===== config.mk =====
export PLATFORM = sky130hd
export DESIGN_NAME = piso_shift_flat
export DESIGN_NICKNAME = d
export VERILOG_FILES = /design/src/rtl/piso_shift_pkg.sv /design/src/rtl/piso_shift_if.sv /design/src/rtl/piso_shift_bit_cnt.sv /design/src/rtl/piso_shift.sv /design/src/flat_wrapper.sv
export SDC_FILE = /design/constraint.sdc
export NUM_CORES = 1
export LEC_CHECK = 0
export CAP_MARGIN = 25
export CORE_UTILIZATION = 27
export DETAILED_ROUTE_END_ITERATION = 16
export PLACE_DENSITY_LB_ADDON = 0.2
export SLEW_MARGIN = 20
export SYNTH_ARGS = -nofsm -noshare
export SYNTH_HDL_FRONTEND = slang
export SYNTH_SLANG_ARGS = --single-unit

===== constraint.sdc =====
create_clock -name clk -period 3.02 [get_ports clk]
set_input_delay 0.453 -clock clk [delete_from_list [all_inputs] [get_ports clk]]
set_output_delay 0.453 -clock clk [all_outputs]
set_load 0.03 [all_outputs]

===== src/rtl/piso_shift_pkg.sv =====
// ============================================================================
// piso_pkg : shared types and helpers for the PISO transmitter and its
//            serial bit counter.  Revision 1.0
// ============================================================================
`default_nettype none

package piso_pkg;

  localparam int DEFAULT_WIDTH = 4;

  typedef enum logic [1:0] {
    IDLE  = 2'd0,
    SHIFT = 2'd1,
    PAR   = 2'd2
  } state_e;

  // Never returns less than 1 so a counter always has at least one bit.
  function automatic int clog2(input int value);
    int w;
    w = 1;
    while ((1 << w) < value) w++;
    return w;
  endfunction

endpackage

`default_nettype wire


===== src/rtl/piso_shift_if.sv =====
// ============================================================================
// piso_shift_if : load handshake plus serial output bundle of piso_shift.
//                 Revision 1.0
// ============================================================================
`default_nettype none

interface piso_shift_if
  import piso_pkg::*;
#(
  parameter int WIDTH = DEFAULT_WIDTH
) ();

  logic             load_valid;
  logic             load_ready;
  logic [WIDTH-1:0] din;
  logic             sdo;
  logic             busy;
  logic             done;

  modport master (
    output load_valid, din,
    input  load_ready, sdo, busy, done
  );

  modport slave (
    input  load_valid, din,
    output load_ready, sdo, busy, done
  );

endinterface

`default_nettype wire


===== src/rtl/piso_shift_bit_cnt.sv =====
// ============================================================================
// piso_bit_cnt : loadable down-counter with zero flag; holds at zero rather
//                than wrapping.  Revision 1.0
// ============================================================================
`default_nettype none

module piso_bit_cnt
  import piso_pkg::*;
#(
  parameter int CW = clog2(DEFAULT_WIDTH)
) (
  input  logic          clk,
  input  logic          rst,
  input  logic          load_i,
  input  logic          dec_i,
  input  logic [CW-1:0] load_val_i,
  output logic [CW-1:0] cnt_o,
  output logic          zero_o
);

  logic [CW-1:0] cnt_q;
  logic [CW-1:0] cnt_d;

  always_comb begin
    cnt_d = cnt_q;
    if (load_i) begin
      cnt_d = load_val_i;
    end else if (dec_i && (cnt_q != '0)) begin
      cnt_d = cnt_q - 1'b1;
    end
  end

  always_ff @(posedge clk or posedge rst) begin
    if (rst) begin
      cnt_q <= '0;
    end else begin
      cnt_q <= cnt_d;
    end
  end

  assign cnt_o  = cnt_q;
  assign zero_o = (cnt_q == '0);

endmodule

`default_nettype wire


===== src/rtl/piso_shift.sv =====
// ============================================================================
// piso_shift : parallel-in serial-out transmitter with valid/ready load and
//              back-to-back words.  Optional macro PISO_PARITY_EN appends an
//              even-parity bit per word.  Revision 1.0
// ============================================================================
`default_nettype none

module piso_shift
  import piso_pkg::*;
#(
  parameter int WIDTH     = DEFAULT_WIDTH,
  parameter bit MSB_FIRST = 1'b1,
  parameter bit IDLE_LVL  = 1'b0
) (
  input  logic         clk,
  input  logic         r,
  piso_shift_if.slave  bus
);

  localparam int            CW        = clog2(WIDTH);
  localparam logic [CW-1:0] LAST_LOAD = CW'(WIDTH - 1);

  state_e           state_q, state_d;
  logic [WIDTH-1:0] shreg_q, shreg_d;
  logic             sdo_q, sdo_d;
  logic             busy_q, busy_d;
  logic             done_q, done_d;
`ifdef PISO_PARITY_EN
  logic             par_q, par_d;
`endif

  logic             cnt_load;
  logic             cnt_dec;
  logic [CW-1:0]    cnt_q;
  logic             cnt_zero;
  logic             load_ready;
  logic             accept;

  logic             first_bit;
  logic [WIDTH-1:0] load_rest;
  logic             shift_bit;
  logic [WIDTH-1:0] shift_rest;

  piso_bit_cnt #(
    .CW (CW)
  ) u_bit_cnt (
    .clk        (clk),
    .rst        (r),
    .load_i     (cnt_load),
    .dec_i      (cnt_dec),
    .load_val_i (LAST_LOAD),
    .cnt_o      (cnt_q),
    .zero_o     (cnt_zero)
  );

  // The register always presents the next bit to send at one fixed end.
  always_comb begin
    if (MSB_FIRST) begin
      first_bit  = bus.din[WIDTH-1];
      load_rest  = {bus.din[WIDTH-2:0], 1'b0};
      shift_bit  = shreg_q[WIDTH-1];
      shift_rest = {shreg_q[WIDTH-2:0], 1'b0};
    end else begin
      first_bit  = bus.din[0];
      load_rest  = {1'b0, bus.din[WIDTH-1:1]};
      shift_bit  = shreg_q[0];
      shift_rest = {1'b0, shreg_q[WIDTH-1:1]};
    end
  end

  always_comb begin
    state_d    = state_q;
    shreg_d    = shreg_q;
    sdo_d      = sdo_q;
    busy_d     = busy_q;
    done_d     = 1'b0;
    cnt_load   = 1'b0;
    cnt_dec    = 1'b0;
    load_ready = 1'b0;
`ifdef PISO_PARITY_EN
    par_d      = par_q;
`endif

    case (state_q)
      IDLE: begin
        load_ready = 1'b1;
      end
      SHIFT: begin
        if (!cnt_zero) begin
          shreg_d = shift_rest;
          sdo_d   = shift_bit;
          cnt_dec = 1'b1;
`ifndef PISO_PARITY_EN
          done_d  = (cnt_q == CW'(1));
`endif
        end else begin
`ifdef PISO_PARITY_EN
          state_d = PAR;
          sdo_d   = par_q;
          done_d  = 1'b1;
`else
          load_ready = 1'b1;
`endif
        end
      end
`ifdef PISO_PARITY_EN
      PAR: begin
        load_ready = 1'b1;
      end
`endif
      default: begin
        state_d = IDLE;
        sdo_d   = IDLE_LVL;
        busy_d  = 1'b0;
      end
    endcase

    // A word's final cycle either reloads seamlessly or drops back to idle.
    accept = bus.load_valid && load_ready;
    if (accept) begin
      state_d  = SHIFT;
      shreg_d  = load_rest;
      sdo_d    = first_bit;
      busy_d   = 1'b1;
      cnt_load = 1'b1;
`ifdef PISO_PARITY_EN
      par_d    = ^bus.din;
`endif
    end else if (load_ready && (state_q != IDLE)) begin
      state_d = IDLE;
      sdo_d   = IDLE_LVL;
      busy_d  = 1'b0;
    end
  end

  always_ff @(posedge clk or posedge r) begin
    if (r) begin
      state_q <= IDLE;
      shreg_q <= '0;
      sdo_q   <= IDLE_LVL;
      busy_q  <= 1'b0;
      done_q  <= 1'b0;
`ifdef PISO_PARITY_EN
      par_q   <= 1'b0;
`endif
    end else begin
      state_q <= state_d;
      shreg_q <= shreg_d;
      sdo_q   <= sdo_d;
      busy_q  <= busy_d;
      done_q  <= done_d;
`ifdef PISO_PARITY_EN
      par_q   <= par_d;
`endif
    end
  end

  assign bus.load_ready = load_ready;
  assign bus.sdo        = sdo_q;
  assign bus.busy       = busy_q;
  assign bus.done       = done_q;

endmodule

`default_nettype wire


===== src/flat_wrapper.sv =====
// flat-port wrapper written by rule: the top's interface ports become plain ports
module piso_shift_flat import piso_pkg::*;
#(
  parameter int WIDTH     = DEFAULT_WIDTH,
  parameter bit MSB_FIRST = 1'b1,
  parameter bit IDLE_LVL  = 1'b0
)
  (clk, r, bus_load_valid, bus_din, bus_load_ready, bus_sdo, bus_busy, bus_done);
  piso_shift_if #(.WIDTH(WIDTH)) bus_i ();
  input  logic clk;
  input  logic r;
  input wire logic [$bits(bus_i.load_valid)-1:0] bus_load_valid;
  input wire logic [$bits(bus_i.din)-1:0] bus_din;
  output wire logic [$bits(bus_i.load_ready)-1:0] bus_load_ready;
  output wire logic [$bits(bus_i.sdo)-1:0] bus_sdo;
  output wire logic [$bits(bus_i.busy)-1:0] bus_busy;
  output wire logic [$bits(bus_i.done)-1:0] bus_done;
  assign bus_i.load_valid = bus_load_valid;
  assign bus_i.din = bus_din;
  assign bus_load_ready = bus_i.load_ready;
  assign bus_sdo = bus_i.sdo;
  assign bus_busy = bus_i.busy;
  assign bus_done = bus_i.done;
  piso_shift #(.WIDTH(WIDTH), .MSB_FIRST(MSB_FIRST), .IDLE_LVL(IDLE_LVL)) u_core (.clk(clk), .r(r), .bus(bus_i));
endmodule

* Yosys cells after proc, flatten, opt, wreduce, memory -nomap -nowiden *
Cells that the tools add are included.

word-level totals
  register bits after elaboration = 11
  bits of input ports = 7
  output and inout bits = 4
  logic and storage cells = 47

operators by class
  add/subtract/negate cells = 1
  equal/unequal tests = 6
  multiplexer cells = 22
  reduce and logical (&&, ||, !) cells = 12

operators by type and width
  operator                                                number
  two-way mux 1 bit                                       12
  two-way mux 4 bit                                       3
  two-way mux 2 bit                                       5
  nonzero test 2 bit                                      4
  inequality test 3 x 1 -> 1 bit (second input constant)  2
  == test 2 x 1 -> 1 bit (second input constant)          2
  logical NOT 2 bit                                       2
  inequality test 4 bit (second input constant)           1
  case mux 1 bit (2 select lines)                         2
  AND reduction 2 bit                                     2
  logical AND 1 bit                                       3
  inequality test 2 bit (second input constant)           1
  OR reduction 2 bit                                      1
  subtractor 2 x 1 -> 2 bit (second input constant)       1

* Depth between registers and ports, before layout *
Gate-level depths: netlist of the first run.

  depth in word-level cells = 6
  mapped depth = 6
  mapped depth without buffers = 6

* Cells and area by module *
A second synthesis of the first run with hierarchy kept.

unflattened totals
  cell total of the unflattened synthesis = 38
  area, all modules = 444.2 um2

by module, submodules not included
  module        times used  cells an instance  area each (um2)  seq. area each (um2)
  piso_shift    1           25                 309.0            150.1
  piso_bit_cnt  1           13                 135.1            50.0

* Least setup slack after synthesis of the first run *
Ideal clock, no wire load.

  path type = reg-to-reg
  start = register u_core.u_bit_cnt.cnt_q[0] (netlist: u_core.u_bit_cnt.cnt_o[0])
  end = register u_core.shreg_q[1]
  setup time = 0.121 ns
  arrival = 1.319 ns
  required time = 2.899 ns
  path slack = 1.580 ns
  stages on the path, launching flop included = 7
  buffers on the path = 0
  period minus slack after synthesis = 1.440 ns
  cells stage by stage = dfrtp_1 > inv_1 > ha_1 > and2b_4 > inv_4 > and2_4 > a22o_1

on the way
  cells in the longest elaborated chain, start to end = 6
  elaborated cells between the ends (all ways) = 8
  those cells by class = eq/ne: 1; mux: 3; reduce/logical: 4

ends and longest elaborated chain
  element                                                                       line                      RTL
  start, declared                                                               piso_shift_bit_cnt.sv:21  logic [CW-1:0] cnt_q;
  start signal, assigned                                                        piso_shift_bit_cnt.sv:37  cnt_q <= cnt_d;
  logical NOT 2 bit *                                                           piso_shift_bit_cnt.sv:42  assign zero_o = (cnt_q == '0);
  two-way mux 1 bit *                                                           piso_shift.sv:89          if (!cnt_zero) begin
  case mux 1 bit (2 select lines) *                                             piso_shift.sv:84          case (state_q)
  net bus_load_ready                                                            flat_wrapper.sv:14        output wire logic [$bits(bus_i.load_ready)-1:0] bus_load_ready;
  logical AND 1 bit *                                                           piso_shift.sv:119         accept = bus.load_valid && load_ready;
  inequality test 2 bit (no line) / nonzero test 2 bit (equally long branches)  -
  AND reduction 2 bit (no line)                                                 -
  end signal, assigned                                                          piso_shift.sv:148         shreg_q <= shreg_d;
  end, declared                                                                 piso_shift.sv:24          logic [WIDTH-1:0] shreg_q, shreg_d;

Mark *: on every way through the listed nets, which the timed path passes. The rest lies on a longest branch.
A chain may end at the register's enable or synchronous reset.

* Final worst setup path of the first run *
  start = register u_core.u_bit_cnt.cnt_q[0] (netlist: u_core.u_bit_cnt.cnt_o[0])
  end = output bus_load_ready

on the way
  cells in the longest elaborated chain, start to end = 3

ends and longest elaborated chain
  element                          line
  logical NOT 2 bit                piso_shift_bit_cnt.sv:42
  two-way mux 1 bit                piso_shift.sv:89
  case mux 1 bit (2 select lines)  piso_shift.sv:84
  end, declared                    flat_wrapper.sv:14

Every way passes these cells.

==> impl_metrics.csv, run 1 <==
group,metric,value,unit
timing,finalSetupViolations,0,
worst_setup_path,crit_path_start_kind,"register",
floorplan,ios,11,
worst_setup_path,crit_path_end_kind,"output port",
clocking,cts.path.max_buffers,2,
timing,fmax,432,MHz
clocking,cts_num_sinks,8,
power_and_ir_drop,p_per_area,1030,nW/um^2
clocking,cts_resized,0,
detailed_routing,drt_pass1_iterations,4,
timing,fin_crit_sh,76.7,%
logic_synthesis,netlist_instances,38,
logic_synthesis,ys_ff_latch,8,
grt,use_met2,15.5,%
timing,hold_slack,0.449,ns
timing,rsz0062_at_grt,"false",
timing,tns,0,ns
final_layout,drive_gt1_share,12.0,%
logic_synthesis,synth_top_area_share,49.7,%
detailed_routing,via_count,312,
detailed_routing,ant_nets,0,
logic_synthesis,avgSynthCellArea,10.6,um^2
grt,grt_use_met3,3.26,%
status,outcome,"completed",
logic_synthesis,synth_top_area_cell,"dfrtp_1",
floorplan,row_count,13,
detailed_routing,drt_iter0_markers,5,
logic_synthesis,yosysUniqueCellTypes,21,
grt,grt.total_usage,11.0,%
power_and_ir_drop,leakage,0.000256,uW
timing,fin_skew,0.00300,ns
placed_design,dpl.hpwl,552,um
grt,grt_pass1_wl,1110,um
run,drv_cap,0,
grt,grt_pass1_vias,267,
floorplan,core_area,1350,um^2
timing,slew_violations,0,
detailed_routing,drt-total-wl,748,um
timing,hold_viol,0,
final_layout,multi_input_area,178,um^2
worst_setup_path,cp_max_fo,8,
final_layout,design_area,541,um^2
clocking,tritoncts,"built",
power_and_ir_drop,ir_drop,345,uV
placed_design,io_buffers,10,
placed_design,routabilityCongestion,0.733,
timing,tightest_slew,0.324,ns
clocking,post-cts-setup-buffers,0,
floorplan,dieArea,1650,um^2
detailed_routing,detail_route.wl_per_cell,11.5,um
grt,grt_max_degree,10,
hold_path,hold_class,"in -> async",
final_layout,n_antenna_cell,0,
grt,grt_antenna_before_repair,0,
grt,grtUsageMet1,14.2,%
floorplan,die_x,40.6,um
timing,fin_ws,0.704,ns
logic_synthesis,ys_top_cells_by_area,"dfrtp_1, ha_1, mux2i_1",
final_layout,syn_to_final_growth,34.2,%
worst_setup_path,critical_path_class,"reg -> out",
detailed_routing,avgViaCountPerCell,4.80,
clocking,cts_max_level,1,
placed_design,placed_cell_area,518,um^2
final_layout,nFillCells,138,
grt,grt.busiest_layer,"met2",
timing,slew_headroom,78.4,%
clocking,clk_latency,0.25,ns
logic_synthesis,ys_seq_area_share,49.7,%
clocking,clk_pin_slew,0.06,ns
floorplan,die_h,40.6,um
logic_synthesis,synth.cell_area,403,um^2
clocking,cts_hold_buffers,0,
placed_design,place_inst,62,
final_layout,nets,62,
logic_synthesis,synth_warnings,0,
final_layout,instances_no_fill,65,
placed_design,pre_cts_ws,0.982,ns
timing,layout_min_cycle_time,2.32,ns
grt,grt-ovfl-total,0,
clocking,numCtsBuffers,3,
clocking,ctsRootBufferMaster,"clkbuf_4",
floorplan,initial_utilization,29.8,%
worst_setup_path,cp_data_arrival_time,1.86,ns
logic_synthesis,synth_fp_nets,48,
detailed_routing,drc,0,
worst_setup_path,worstPathRequired,2.57,ns
final_layout,final-seq-area,200,um^2
## cells in the final DEF (no fill, tap or decap), types with 2 or more instances in the layout
cell and count:
o21ai_1 3, mux2i_1 2, clkdlybuf4s50_1 10, nand3_1 3, dfrtp_1 8, clkbuf_4 3
ha_1 3, inv_1 4
## cell families after synthesis
kind of cell	after synthesis	synth area share, %
adder cells (fa/ha/maj)	3	9.32
multiplexers	2	4.97
buffers and inverters	6	6.21
flip-flops	8	49.7
AO/OA/AOI/OAI	9	14.3
AND/OR/NAND/NOR	10	15.5
## cells in the mapped netlist (all sizes together)
library cell	instances
ha	3
o21ai	4
and2b	2
nand2	1
a221oi	1
a31oi	1
o2bb2ai	1
mux2i	2
clkbuf	1
a21oi	1
inv	5
a22o	1
nand3	3
nor3	1
and2	2
dfrtp	8
nand2b	1
## layout make-up
type	count	area share, %
Tap cell	15	3.47
Sequential cell	8	37.0
Inverter	5	3.94
Multi-Input combinational cell	24	32.9
Clock buffer	3	4.17
Timing Repair Buffer	10	18.5
## power breakdown
part	switching [uW]	internal, uW
Combinational	162	133
Clock	38.5	45.6
Sequential	28.3	152
Total	228	331
## critical path, stage by stage, from the launching register on
cell	delay [ns]
dfrtp_1	0.41
inv_1	0.09
ha_1	0.14
and2b_4	0.21
inv_4	0.09
clkdlybuf4s50_1	0.67
## routing by layer
metal | up-vias | wire length [um]
li1 | 154 | -
met2 | 11 | 334
met5 | - | 0
met3 | 0 | 45
met1 | 147 | 368
met4 | 0 | 0
## worst paths after layout
check | start | end | slack (ns) | depth (start not counted)
setup / recovery | u_core.u_bit_cnt.cnt_o[0] | bus_load_ready | 0.70 | 5
hold reg to reg | u_core.u_bit_cnt.cnt_o[0] | u_core.u_bit_cnt.cnt_o[0] | 0.51 | 1
setup reg to reg | u_core.u_bit_cnt.cnt_o[0] | u_core.shreg_q[1] | 1.52 | 6
min in group clk | u_core.u_bit_cnt.cnt_o[0] | u_core.u_bit_cnt.cnt_o[0] | 0.51 | 1
max in group asynchronous | r | u_core.state_q[0] | 2.33 | 2
hold / removal | r | u_core.shreg_q[3] | 0.45 | 2
## flip-flops by register name, indices dropped and copies added, names as in the netlist
signal and flops:
u_core.shreg_q 3, u_core.bus.done 1, u_core.u_bit_cnt.cnt_o 2, u_core.bus.sdo 1, u_core.state_q 1
## through the flow
| step | total power [uW] | util [%] |
|---|---|---|
| 4_1_cts | 567 | 40.0 |
| 5_1_grt | 601 | 40.0 |
| 2_1_floorplan | 390 | - |
| 3_5_place_dp | 479 | 38.4 |
| 6_report | 559 | 40.0 |
| 3_3_place_gp | 471 | 38.4 |
No activity file was read; power rests on OpenSTA's default activity.
==> run 2: changes to the inputs <==
==> constraint.sdc (replaced) <==
create_clock -name clk -period 2.2 [get_ports clk]
set_input_delay 0.33 -clock clk [delete_from_list [all_inputs] [get_ports clk]]
set_output_delay 0.33 -clock clk [all_outputs]
set_load 0.03 [all_outputs]
==> run 2 against run 1 <==
  * Die area did not move
  * Setup slack got worse by 0.31 ns
  * Non-clock buffer count did not move
  * Flip-flop and latch count did not move
  * Combinational power rose by 36%
  * Wire length fell by 3.5%
  * Sequential share of layout area fell by 0.17 points
  * Utilization rose by 0.19 points
  * Register-to-register slack got worse by 0.81 ns
  * Power rose by 36%
  * First-iteration DRC count fell by 40%
==> impl_metrics.csv, run 2 (synthesis results as in run 1) <==
group,metric,value,unit
floorplan,die_x,40.6,um
power_and_ir_drop,intPower,452,uW
grt,grt_max_degree,10,
timing,fmax,555,MHz
placed_design,routabilityCongestion,0.708,
status,outcome,"completed",
timing,slew_headroom,78.6,%
power_and_ir_drop,swShare,40.5,%
worst_setup_path,worstPathCellList,"inv_1 > ha_1 > and2b_4 > inv_4 > dlymetal6s2s_1",
grt,grtUsageMet1,15.7,%
grt,use_met2,14.3,%
worst_setup_path,r2r_cells,6,
power_and_ir_drop,ir_drop,507,uV
power_and_ir_drop,seq_power_share,32.7,%
floorplan,dieArea,1650,um^2
detailed_routing,ant_nets,0,
worst_setup_path,crit_path_start_kind,"register",
power_and_ir_drop,power_switching,307,uW
worst_setup_path,cp_max_fo,8,
timing,fin_ws,0.397,ns
detailed_routing,drc,0,
final_layout,mostFrequentLayoutCell,"clkdlybuf4s50_1",
power_and_ir_drop,p_comb_share,52.6,%
grt,grt_antenna_before_repair,0,
clocking,numCtsBuffers,3,
grt,grt_use_met3,4.89,%
clocking,cts.path.max_buffers,2,
clocking,tritoncts,"built",
floorplan,die_h,40.6,um
timing,fin_skew,0.00569,ns
worst_setup_path,crit_path_end_kind,"output port",
final_layout,syn_to_final_growth,34.8,%
run,drv_cap,0,
final_layout,mostFrequentLayoutCells,"clkdlybuf4s50_1, dfrtp_1, inv_1",
timing,tightest_slew,0.320,ns
placed_design,dpl.hpwl,570,um
placed_design,io_buffers,10,
placed_design,pre_cts_ws,0.293,ns
timing,rsz0062_at_grt,"false",
worst_setup_path,reg2reg_from,"u_core.u_bit_cnt.cnt_o[0]",
detailed_routing,detail_route.wl_per_cell,11.1,um
final_layout,nets,62,
timing,hold_viol,0,
grt,grt.total_usage,11.5,%
worst_setup_path,crit_start,"u_core.u_bit_cnt.cnt_o[0]",
timing,tns,0,ns
final_layout,largest_register_ffs,3,
clocking,cts_max_level,1,
clocking,clk_latency,0.25,ns
floorplan,row_count,13,
grt,grt_pass1_vias,277,
detailed_routing,drt_pass1_iterations,2,
worst_setup_path,rrSetupSlack,0.71,ns
clocking,ctsRootBufferMaster,"clkbuf_4",
worst_setup_path,cp_data_arrival_time,1.47,ns
timing,layout_min_cycle_time,1.80,ns
detailed_routing,via_count,299,
worst_setup_path,max_stage_delay,0.38,ns
power_and_ir_drop,p_per_area,1400,nW/um^2
timing,slew_violations,0,
grt,grt.busiest_layer,"met1",
worst_setup_path,critical_path_class,"reg -> out",
worst_setup_path,worstPathRequired,1.87,ns
timing,fin_crit_sh,81.9,%
worst_setup_path,r2r_end,"u_core.shreg_q[1]",
final_layout,top_register,"u_core.shreg_q",
final_layout,n_antenna_cell,0,
final_layout,drive_gt1_share,12.0,%
power_and_ir_drop,leakage,0.000268,uW
worst_setup_path,slowest_stage,"dfrtp_1",
grt,grt-ovfl-total,0,
worst_setup_path,crit_end,"bus_load_ready",
clocking,post-cts-setup-buffers,0,
floorplan,ios,11,
detailed_routing,drt-total-wl,722,um
clocking,cts_num_sinks,8,
detailed_routing,drt_iter0_markers,3,
floorplan,initial_utilization,29.8,%
clocking,clk_pin_slew,0.06,ns
timing,hold_slack,0.329,ns
timing,finalSetupViolations,0,
grt,grt_pass1_wl,1180,um
floorplan,core_area,1350,um^2
power_and_ir_drop,pwr-share-clk,14.7,%
hold_path,hold_class,"in -> async",
detailed_routing,avgViaCountPerCell,4.60,
==> run 2: cell type report <==
| type | count | area (um^2) |
|---|---|---|
| fillers | 138 | 807 |
| flip-flops and latches | 8 | 200 |
| multi-input cells | 24 | 178 |
| repair buffers | 10 | 103 |
| clock buffers | 3 | 22.5 |
| inverters | 5 | 21.3 |
| well taps | 15 | 18.8 |
==> run 2: metal layers <==
metal	share of wire, %	wire length (um)
met3	7.1	51
met1	49	356
met2	43	314
met4	0	0
met5	0	0
==> run 2: timing repair <==
item                       4_1_cts  5_1_grt
gates resized for setup          0        1
setup endpoints to repair        0        1
hold buffers                     0        0
==> run 2: critical path, delay by kind of cell, from the launching register on <==
| family | cells | cell delay (ns) |
|---|---|---|
| adders and majority gates | 1 | 0.19 |
| buffers and inverters | 3 | 0.37 |
| DFF | 1 | 0.38 |
| and+or+nand+nor | 1 | 0.28 |
==> run 2: how the worst min path moves through the flow <==
stage                              start                   endpoint  slack (ns)
2_1_floorplan                          r            u_core.bus.done        0.15
3_3_place_gp   u_core.u_bit_cnt.cnt_o[0]  u_core.u_bit_cnt.cnt_o[0]        0.48
3_5_place_dp   u_core.u_bit_cnt.cnt_o[0]  u_core.u_bit_cnt.cnt_o[0]        0.50
4_1_cts                                r            u_core.bus.done        0.33
5_1_grt                                r            u_core.bus.done        0.36
6_report                               r  u_core.u_bit_cnt.cnt_o[0]        0.33
==> run 2: stage by stage <==
| stage | std cells | area (um^2) | util (%) | power (uW) |
|---|---|---|---|---|
| detailed placement | 62 | 518 | 38.4 | 657 |
| CTS | 65 | 541 | 40.0 | 776 |
| global placement | 62 | 518 | 38.4 | 651 |
| finish | 65 | 543 | 40.2 | 759 |
| global route | 65 | 543 | 40.2 | 833 |
| floorplan | 38 | 403 | - | 535 |
==> run 2: power by group through the flow <==
stage               clock network (uW)  registers [uW]  logic, uW
floorplan                            0             284        251
CTS                                118             248        409
global route                       128             257        448
detailed placement                   0             251        406
global placement                     0             248        403
finish                             112             248        400
==> run 3: changes to the inputs <==
==> constraint.sdc (replaced) <==
create_clock -name clk -period 1.7 [get_ports clk]
set_input_delay 0.255 -clock clk [delete_from_list [all_inputs] [get_ports clk]]
set_output_delay 0.255 -clock clk [all_outputs]
set_load 0.03 [all_outputs]
==> run 3 against run 2 <==
  * Register-to-register slack worse by 0.47 ns
  * Utilization grew 1.3 points
  * Via count is 3.7% higher
  * First-iteration DRC count is 100% higher
  * Die area is the same
  * Setup slack worse by 0.32 ns
  * Critical path depth did not move
  * Cell count grew 4.6%
  * Sequential power increased by 30%
  * Combinational power increased by 44%
  * Sequential share of layout area shrank 1.2 points
  * Non-clock buffer count rose by 3
  * Critical path type unchanged
  * Critical endpoint unchanged
  * Largest cell class unchanged
  * Largest power group unchanged
  * Highest routed layer unchanged
==> impl_metrics.csv, run 3 (synthesis results as in run 1) <==
group,metric,value,unit
worst_setup_path,crit_path_start_kind,"register",
final_layout,design_area,561,um^2
floorplan,die_x,40.6,um
power_and_ir_drop,p_per_area,1870,nW/um^2
grt,grt.total_usage,11.0,%
detailed_routing,via_count,310,
floorplan,core_area,1350,um^2
clocking,numCtsBuffers,3,
power_and_ir_drop,leakage,0.000270,uW
floorplan,dieArea,1650,um^2
final_layout,nFillCells,138,
timing,slew_headroom,78.4,%
worst_setup_path,crit_path_end_kind,"output port",
timing,layout_min_cycle_time,1.63,ns
floorplan,ios,11,
placed_design,routabilityCongestion,0.725,
worst_setup_path,worstPathRequired,1.44,ns
timing,finalSetupViolations,0,
worst_setup_path,cp_max_fo,8,
clocking,cts_num_sinks,8,
grt,grt_antenna_before_repair,0,
floorplan,row_count,13,
timing,fin_crit_sh,95.7,%
power_and_ir_drop,ir_drop,647,uV
placed_design,placed_cell_area,515,um^2
detailed_routing,drc,0,
worst_setup_path,slowest_stage,"dfrtp_1",
detailed_routing,ant_nets,0,
placed_design,io_buffers,10,
final_layout,syn_to_final_growth,39.1,%
placed_design,place_inst,62,
timing,rsz0062_at_grt,"false",
final_layout,mostFrequentLayoutCell,"clkdlybuf4s50_1",
clocking,tritoncts,"built",
clocking,cts_max_level,1,
worst_setup_path,reg2reg_from,"u_core.u_bit_cnt.cnt_o[0]",
clocking,clk_latency,0.25,ns
worst_setup_path,worstPathCellList,"inv_2 > ha_1 > and2b_4 > inv_4 > buf_4",
final_layout,n_antenna_cell,0,
timing,hold_viol,0,
clocking,clk_pin_slew,0.06,ns
final_layout,nets,65,
timing,tns,0,ns
detailed_routing,drt-total-wl,790,um
final_layout,instances_no_fill,68,
floorplan,die_h,40.6,um
clocking,cts.path.max_buffers,2,
hold_path,hold_class,"in -> async",
grt,grt_pass1_wl,1140,um
run,drv_cap,0,
final_layout,drive_gt1_share,20.8,%
grt,grt_max_degree,10,
timing,hold_slack,0.254,ns
timing,slew_violations,0,
final_layout,top_register,"u_core.shreg_q",
timing,fin_skew,0.00360,ns
floorplan,initial_utilization,29.8,%
final_layout,mostFrequentLayoutCells,"clkdlybuf4s50_1, dfrtp_1, buf_4",
detailed_routing,avgViaCountPerCell,4.56,
grt,grt-ovfl-total,0,
timing,fin_ws,0.0730,ns
worst_setup_path,critical_path_class,"reg -> out",
detailed_routing,detail_route.wl_per_cell,11.6,um
worst_setup_path,crit_family,"flip-flops",
detailed_routing,drt_pass1_iterations,4,
worst_setup_path,max_stage_delay,0.39,ns
placed_design,pre_cts_ws,0.207,ns
detailed_routing,drt_iter0_markers,6,
final_layout,largest_register_ffs,3,
clocking,ctsRootBufferMaster,"clkbuf_4",
timing,fmax,615,MHz
worst_setup_path,critical_path_buf_inv_count,3,
worst_setup_path,crit_start,"u_core.u_bit_cnt.cnt_o[0]",
timing,tightest_slew,0.323,ns
grt,grt_pass1_vias,271,
status,outcome,"completed",
worst_setup_path,cp_data_arrival_time,1.37,ns
-- run 3: cell types whose count changed in the layout (fill, tap and decap cells not counted), sizes merged --
cell	change
buf	+4
dlymetal6s2s	-1
-- run 3: final cells by class --
cell class	instances	area (um^2)	area share, %
Sequential cell	8	200	35.7
Timing Repair Buffer	13	120	21.4
Inverter	5	21.3	3.79
Tap cell	15	18.8	3.35
Clock buffer	3	22.5	4.02
Multi-Input combinational cell	24	178	31.7
-- run 3: metrics by stage --
step           util (%)  power (uW)
2_1_floorplan         -         692
3_3_place_gp       38.2         836
3_5_place_dp       38.2         842
4_1_cts            39.9         999
5_1_grt            41.5        1140
6_report           41.5        1050
-- run 3: worst paths after layout --
kind | depth (start not counted) | to | slack [ns]
setup / recovery | 5 | bus_load_ready | 0.07
hold / removal | 2 | u_core.bus.sdo | 0.25
setup reg to reg | 6 | u_core.shreg_q[1] | 0.24
hold reg to reg | 1 | u_core.u_bit_cnt.cnt_o[0] | 0.52
max in group asynchronous | 2 | u_core.u_bit_cnt.cnt_o[1] | 1.20
min in group clk | 1 | u_core.u_bit_cnt.cnt_o[0] | 0.52
-- run 3: worst reg2reg max path, cell delays in order (launching register included) --
cell and delay [ns]:
dfrtp_1 0.39, inv_2 0.06, ha_1 0.18, and2b_4 0.27, inv_4 0.06, and2_4 0.16
a22o_1 0.23
-- run 3: timing repair --
action / 4_1_cts / 5_1_grt
hold buffers: 0 / 0
setup endpoints to repair: 0 / 1
resized for setup: 0 / 1
endpoints found under the hold margin: 0 / 0
buffers inserted: 0 / 3
-- run 3: layer usage --
layer / wire [um] / global-route usage (%)
met2: 380 / 15.9
met1: 369 / 14.0
met5: 0 / 0
met4: 0 / 7.50
met3: 39 / 3.26
-- run 3: where the power goes --
group | switching (uW) | internal, uW | total (uW)
combinational | 299 | 280 | 578
clock | 66.4 | 80.9 | 147
sequential | 51.9 | 270 | 322
total | 417 | 631 | 1050
==> edit: new RTL, settings of run 2 <==
`MSB_FIRST` is set to 1'b1 in 2 places; all go to 1'b0.
--- a/src/rtl/piso_shift.sv
+++ b/src/rtl/piso_shift.sv
@@ -10,5 +10,5 @@
 #(
   parameter int WIDTH     = DEFAULT_WIDTH,
-  parameter bit MSB_FIRST = 1'b1,
+  parameter bit MSB_FIRST = 1'b0,
   parameter bit IDLE_LVL  = 1'b0
 ) (
--- a/src/flat_wrapper.sv
+++ b/src/flat_wrapper.sv
@@ -3,5 +3,5 @@
 #(
   parameter int WIDTH     = DEFAULT_WIDTH,
-  parameter bit MSB_FIRST = 1'b1,
+  parameter bit MSB_FIRST = 1'b0,
   parameter bit IDLE_LVL  = 1'b0
 )
Check against the original RTL: not equivalent (a bounded check fails within 4 cycles, from zero or initial values).
==> edit against run 2 <==
Power is 0.56% higher. Cell area is 0.23% higher. Die area increased by 0.30%. Count of clock-buffer cells in the layout unchanged. Via count shrank 1.0%. Non-clock buffer count unchanged. Critical path depth unchanged. Worst setup slack improved by 0.0010 ns. Synthesized area is 0.31% higher. Cell count is the same. Wire length is 0.69% higher. Sequential cell count is the same. Largest cell class unchanged.
==> edit: results (changes against run 2) <==
| Metric | Value |
|---|---|
| Final Non-Filler Cells | 65 (unchanged) |
| Post-synth top flop | dfrtp_1 |
| P_leak | 0.000260 uW (-3.0%) |
| FF-to-FF End | u_core.shreg_q[2] |
| Pre-CTS setup slack | 0.296 ns (+0.00228 ns) |
| Fill count | 142 (+2.9%) |
| Final GP Congestion | 0.745 (+5.2%) |
| Hold WS | 0.333 ns (+0.00483 ns) |
| Multiplexer area fraction after synthesis | 4.95% (-0.015 points) |
| Ranking of synthesized cells by area | dfrtp_1 50%, ha_1 9.3%, mux2i_1 5.0% |
| Vias/cell | 4.55 (-1.0%) |
| Worst-Margin Slew | 0.324 ns (+0.00324 ns) |
| Status | finished clean |
| Drt total wl | 727 um (+0.69%) |
| Synth Area in Compound Gates | 13.6% (-0.66 points) |
| Tmin final | 1.80 ns (-0.00103 ns) |
| First-pass GRT wire length | 1.11 mm (-5.9%) |
| HP Class | primary input to async pin |
| Total GRT Usage | 11.1% (-0.43 points) |
| Detailed Place HPWL | 540 um (-5.2%) |
| Sequential cell area fraction in the yosys report | 49.5% (-0.15 points) |
| Post-synthesis adder-cell area fraction | 9.29% (-0.029 points) |
| Synth unique cells | 20 (-4.8%) |
| Placed cell areas | 519 um^2 (+0.24%) |
| Most common library cells after synthesis | 8 x dfrtp_1, 4 x nand3_1, 3 x ha_1, 3 x inv_1, 3 x o21ai_1 |
| Worst IR Drop VDD | 0.000748 V (+48%) |
| Vias in the first global route | 266 (-4.0%) |
| Clock skew | 0.000938 ns (-0.00475 ns) |
| Xor/xnor share of the synthesized area | 0% (unchanged) |
-- edit: changes by cell type after synthesis, sizes merged --
cell    delta
a21oi      +1
a221oi     -1
a31oi      -1
inv        -1
nand2      -1
nand3      +1
nor2b      +1
o211ai     +1
-- edit: report_power, final --
part	leakage [uW]	switching (uW)	internal, uW
clock	0.0000138	47.3	62.3
combinational	0.000148	223	184
sequential	0.0000980	37.9	209
total	0.000260	308	455
-- edit: worst register-to-register path, stage by stage (launching register included) --
cell     delay (ns)
dfrtp_1        0.39
inv_1          0.08
ha_1           0.18
and2b_4        0.28
inv_4          0.06
and2_4         0.16
a22o_1         0.23
-- edit: area by class of cell --
cell class / instances / area [um^2] / area share, %
well taps: 15 / 18.8 / 3.45
multi-input cells: 25 / 183 / 33.6
repair buffers: 10 / 103 / 18.9
inverters: 4 / 17.5 / 3.22
flip-flops and latches: 8 / 200 / 36.8
clock buffers: 3 / 22.5 / 4.14
-- edit: routing by layer --
layer	GRT usage, %	vias up	share of wire [%]	wire (um)
met5	0	-	0	0
met4	2.50	0	0	0
met3	8.15	0	6.3	46
met2	15.9	10	41	297
met1	13.1	131	53	384
li1	-	155	-	-
-- edit: worst max path at each step --
stage | from | end
floorplan | u_core.u_bit_cnt.cnt_o[0] | u_core.shreg_q[2]
CTS | u_core.u_bit_cnt.cnt_o[0] | bus_load_ready
global placement | u_core.u_bit_cnt.cnt_o[0] | bus_load_ready
detailed placement | u_core.u_bit_cnt.cnt_o[0] | bus_load_ready
finish | u_core.u_bit_cnt.cnt_o[0] | bus_load_ready
global route | u_core.u_bit_cnt.cnt_o[0] | bus_load_ready
-- edit: repair_timing --
item                       in CTS  in global routing
gates resized for setup         0                  1
setup endpoints to repair       0                  1
buffers inserted                0                  0
